[config.mk]
export PLATFORM = sky130hd
export DESIGN_NAME = sized_fifo
export DESIGN_NICKNAME = d
export VERILOG_FILES = /design/src/rtl/sized_fifo.sv
export SDC_FILE = /design/constraint.sdc
export NUM_CORES = 1
export LEC_CHECK = 0
export ABC_AREA = 0
export BUFFER_PORTS_ARGS = -buffer_cell sky130_fd_sc_hd__buf_4
export CAP_MARGIN = 5
export CELL_PAD_IN_SITES_DETAIL_PLACEMENT = 1
export CELL_PAD_IN_SITES_GLOBAL_PLACEMENT = 1
export CORE_AREA = 2 2 39 41
export DETAILED_ROUTE_END_ITERATION = 12
export DIE_AREA = 0 0 41 43
export GPL_TIMING_DRIVEN = 0
export PLACE_DENSITY_LB_ADDON = 0.08
export SYNTH_ARGS = -nofsm -noshare
export SYNTH_HDL_FRONTEND = slang
export SYNTH_SLANG_ARGS = --single-unit
[constraint.sdc]
create_clock -name CLK -period 1.7 [get_ports CLK]
set_input_delay 0.085 -clock CLK [delete_from_list [all_inputs] [get_ports CLK]]
set_output_delay 0.085 -clock CLK [all_outputs]
set_load 0.01 [all_outputs]
[src/rtl/sized_fifo.sv]
// sized_fifo: synchronous single-clock FIFO with registered FULL_N/EMPTY_N flags.
//
// Ports:
//   CLK      clock, all state updates on the rising edge
//   RST_N    synchronous active-low reset (empties the FIFO)
//   D_IN     enqueue data
//   ENQ      enqueue strobe, honoured when FULL_N=1 (or when full and dequeuing)
//   DEQ      dequeue strobe, honoured when EMPTY_N=1
//   CLR      synchronous clear, same effect as reset
//   D_OUT    head-of-queue data, valid only while EMPTY_N=1
//   FULL_N   1 = space available
//   EMPTY_N  1 = data available
//
// Storage contents are never cleared; only pointers, count and flags reset.
module sized_fifo #(
    parameter int p1width      = 1,
    parameter int p2depth      = 2,
    parameter int p3cntr_width = 1,
    parameter int guarded      = 1
) (
    input  logic               CLK,
    input  logic               RST_N,
    input  logic [p1width-1:0] D_IN,
    input  logic               ENQ,
    input  logic               DEQ,
    input  logic               CLR,
    output logic [p1width-1:0] D_OUT,
    output logic               FULL_N,
    output logic               EMPTY_N
);

    localparam int CW = p3cntr_width;
    localparam logic [CW-1:0] LAST_IDX  = CW'(p2depth - 1);
    localparam logic [CW:0]   DEPTH_CNT = (CW + 1)'(p2depth);

    logic [p1width-1:0] mem [p2depth];
    logic [CW-1:0]      rd_ptr;
    logic [CW-1:0]      wr_ptr;
    logic [CW:0]        count;
    logic [CW:0]        count_nxt;
    logic               full_n_r;
    logic               empty_n_r;
    logic               do_enq;
    logic               do_deq;

    // Explicit wrap so non-power-of-2 depths never index past the array.
    function automatic logic [CW-1:0] ptr_incr(input logic [CW-1:0] p);
        return (p == LAST_IDX) ? '0 : p + 1'b1;
    endfunction

    // When full, a concurrent dequeue frees the head slot, which is exactly
    // where wr_ptr points, so the enqueue may proceed.
    always_comb begin
        do_deq    = DEQ && empty_n_r;
        do_enq    = ENQ && (full_n_r || do_deq);
        count_nxt = count;
        if (do_enq && !do_deq) begin
            count_nxt = count + 1'b1;
        end else if (!do_enq && do_deq) begin
            count_nxt = count - 1'b1;
        end
    end

    always_ff @(posedge CLK) begin
        if (!RST_N || CLR) begin
            rd_ptr    <= '0;
            wr_ptr    <= '0;
            count     <= '0;
            full_n_r  <= 1'b1;
            empty_n_r <= 1'b0;
        end else begin
            if (do_enq) begin
                wr_ptr <= ptr_incr(wr_ptr);
            end
            if (do_deq) begin
                rd_ptr <= ptr_incr(rd_ptr);
            end
            count     <= count_nxt;
            full_n_r  <= (count_nxt != DEPTH_CNT);
            empty_n_r <= (count_nxt != '0);
        end
    end

    always_ff @(posedge CLK) begin
        if (RST_N && !CLR && do_enq) begin
            mem[wr_ptr] <= D_IN;
        end
    end

    assign D_OUT   = mem[rd_ptr];
    assign FULL_N  = full_n_r;
    assign EMPTY_N = empty_n_r;

`ifndef SYNTHESIS
    // Protocol violation reporting for simulation only.
    generate
        if (guarded != 0) begin : g_guard
            always @(posedge CLK) begin
                if (RST_N && !CLR) begin
                    if (ENQ && !full_n_r && !DEQ) begin
                        $display("WARNING: %m: ENQ while full, ignored");
                    end
                    if (DEQ && !empty_n_r) begin
                        $display("WARNING: %m: DEQ while empty, ignored");
                    end
                end
            end
        end
    endgenerate
`endif

endmodule

==> flow_summary_export.csv <==
group,metric,value,unit
final_layout,layout-drive-gt1-share,28.8,%
critical_path,critPathLaunchType,"flip-flop",
critical_path,crit_path_max_incr_delay,0.39,ns
placement,dp_hpwl,619,microns
clock_tree,cts-buffers-inserted,3,
timing,grt_setup_unrepaired,"no",
clock_tree,cts_tree,"built",
timing,worst_pin_slew,0.386,ns
final_layout,final_cells,68,
synthesis,seq_area_frac_synth,49.5,%
critical_path,cp.arrival,1.17,ns
final_layout,final_util,36.9,%
global_routing,grt_max_degree,10,
critical_path,reg2reg_depth,3,
critical_path,path_cells,"and2_1 > o21ai_2 > nor3_1",
final_layout,nNetsFinal,59,
hold_path,holdPathStages,1,
clock_tree,ctsResizeCount,0,
global_routing,overflow,0,
synthesis,synth_area_leaders,"dfxtp_1, edfxtp_1, xnor2_1",
synthesis,synth.ff_latch_count,9,
global_routing,grt_antenna_before_repair,0,
global_routing,grt_pass1_wl,1.48,mm
detailed_routing,ant_nets,0,
critical_path,worst_ep_required_time,1.66,ns
power_and_ir_drop,power.density,895,nW/um^2
timing,period_needed,1.21,ns
floorplanning,die_y,43,microns
power_and_ir_drop,totalPowerFinal,0.457,mW
floorplanning,fp.dieArea,1760,sq um
critical_path,crit_fanout,4,
synthesis,synth_top_cell_area_share,34.7,%
detailed_routing,wl_per_cell,12.2,microns
timing,fmax,0.825,GHz
critical_path,crit_cells,3,
placement,port_buffers,8,
critical_path,worstSetupPathType,"flip-flop to flip-flop",
timing,finalClockSkew,0.000423,ns
flow_run,cap_violations,0,
clock_tree,root_buffer,"clkbuf_4",
timing,holdWs,0.00486,ns
detailed_routing,vias,331,
critical_path,crit_path_top_delay_cell,"dfxtp_1",
timing,hold_viol,0,
power_and_ir_drop,leakagePower,0.194,nW
synthesis,syn_avg_cell_area,10.1,sq um
placement,dp.cells,64,
timing,fin_crit_sh,71.3,%
clock_tree,clkLatencyLatePin,0.26,ns
hold_path,min_path_type,"primary input to flip-flop",
synthesis,syn_area,404,sq um
detailed_routing,route.detailed.drc,0,
clock_tree,clock-sinks,9,
synthesis,syn_inst,40,
timing,max_slew_margin,74.3,%
critical_path,cp-end-kind,"flip-flop",
clock_tree,cts_setup_buffers,0,
detailed_routing,dr.pass1.iters,2,
floorplanning,rows,14,
floorplanning,start_util,29.2,%
synthesis,synth_nets,46,
timing,finalSetupViolations,0,
floorplanning,core-area,1380,sq um
synthesis,ys_warn_count,0,
critical_path,crit_family,"simple AND/OR/NAND/NOR gates",
floorplanning,ios,9,
placement,routabilityCongestion,0.632,
final_layout,area_growth,26.3,%
clock_tree,htreeDepth,1,
final_layout,n_antenna_cell,0,
synthesis,ys_types,19,
outcome,status,"completed",
clock_tree,cts.path.max_buffers,2,
power_and_ir_drop,ir_worst_vdd,0.331,mV
critical_path,path_buf_inv,0,
clock_tree,clkTransAtPathRegs,0.06,ns
clock_tree,postCtsHoldBufs,0,
floorplanning,die_w,41,microns
timing,tns,0,ns
synthesis,synth_top_area_cell,"dfxtp_1",
timing,finalMaxSlewViolations,0,
global_routing,grt_pass1_vias,330,
global_routing,gr-usage-all-layers,12.8,%
detailed_routing,drt_iter0_markers,3,
detailed_routing,vias_per_cell,4.87,
detailed_routing,routed_wirelength,831,microns
per-layer routing:
layer / global-route usage, % / part of all wire (%) / vias up
met2: 17.8 / 45 / 11
met1: 16.1 / 44 / 153
met3: 3.14 / 6.6 / 5
met5: 0 / 0 / -
li1: - / - / 162
met4: 10.0 / 3.6 / 0
synthesized netlist by cell type:
library cell	n
dfxtp_1	7
xnor2_1	4
a21bo_4	1
nand2_1	1
nand3_1	1
edfxtp_1	2
o22ai_2	1
mux2_1	1
o31ai_1	1
inv_1	4
o21ai_2	2
o211ai_1	2
o2111ai_1	1
nand3b_1	1
nor2_1	6
nor3_1	2
nand2b_1	1
and2_1	1
clkbuf_1	1
report_power, final:
part,internal (mW),total [mW],switching (mW)
logic,0.0284,0.0543,0.0258
registers,0.226,0.233,0.00707
clock network,0.0907,0.170,0.0789
stage by stage:
| stage | area (sq um) | worst slack, ns |
|---|---|---|
| 2_1_floorplan | 404 | 0.565 |
| 3_3_place_gp | 484 | 0.531 |
| 3_5_place_dp | 484 | 0.472 |
| 4_1_cts | 510 | 0.462 |
| 5_1_grt | 510 | 0.411 |
| 6_report | 510 | 0.487 |
kinds of logic (layout without fill, tap and decap cells):
| kind of cell | after synthesis | in the layout | synth area share [%] |
|---|---|---|---|
| and+or+nand+nor | 13 | 13 | 15.2 |
| AOI/OAI and AO/OA | 8 | 8 | 19.2 |
| DFF | 9 | 9 | 49.5 |
| xor gates and xnor gates | 4 | 4 | 8.67 |
| muxes | 1 | 1 | 2.79 |
| buffers and inverters | 5 | 17 | 4.64 |
path summary, 6_finish.rpt:
| path | slack, ns | startpoint | endpoint |
|---|---|---|---|
| setup / recovery | 0.49 | EMPTY_N$_SDFF_PP0_ | mem[1]$_DFFE_PP_ |
| hold / removal | 0.005 | D_IN | mem[0]$_DFFE_PP_ |
| setup reg to reg | 0.49 | EMPTY_N$_SDFF_PP0_ | mem[1]$_DFFE_PP_ |
| hold reg to reg | 0.52 | rd_ptr$_SDFFE_PP0P_ | flip-flop |
worst reg2reg max path, cell delays in order, from the launching register on:
cell,delay (ns)
dfxtp_1,0.39
and2_1,0.24
o21ai_2,0.10
nor3_1,0.19
layout make-up:
cell class	instances	area [sq um]
Clock buffer	4	26.3
Timing Repair Buffer	8	60.1
Tap cell	16	20.0
Inverter	4	15.0
Buffer	1	3.75
Multi-Input combinational cell	26	185
Sequential cell	9	200
Fill cell	176	873
cell usage in the layout (no fill, tap or decap):
cell and count:
buf_4 8, dfxtp_1 7, nor2_1 6, inv_1 4
xnor2_1 4, clkbuf_4 3, clkbuf_1 2, o21ai_2 2
nor3_1 2, o211ai_1 2, edfxtp_1 2, mux2_1 1
nand2b_1 1, and2_1 1, nand2_1 1, a21bo_4 1
nand3b_1 1, o22ai_2 1, nand3_1 1, o2111ai_1 1
o31ai_1 1
(Power assumes the default switching activity.)
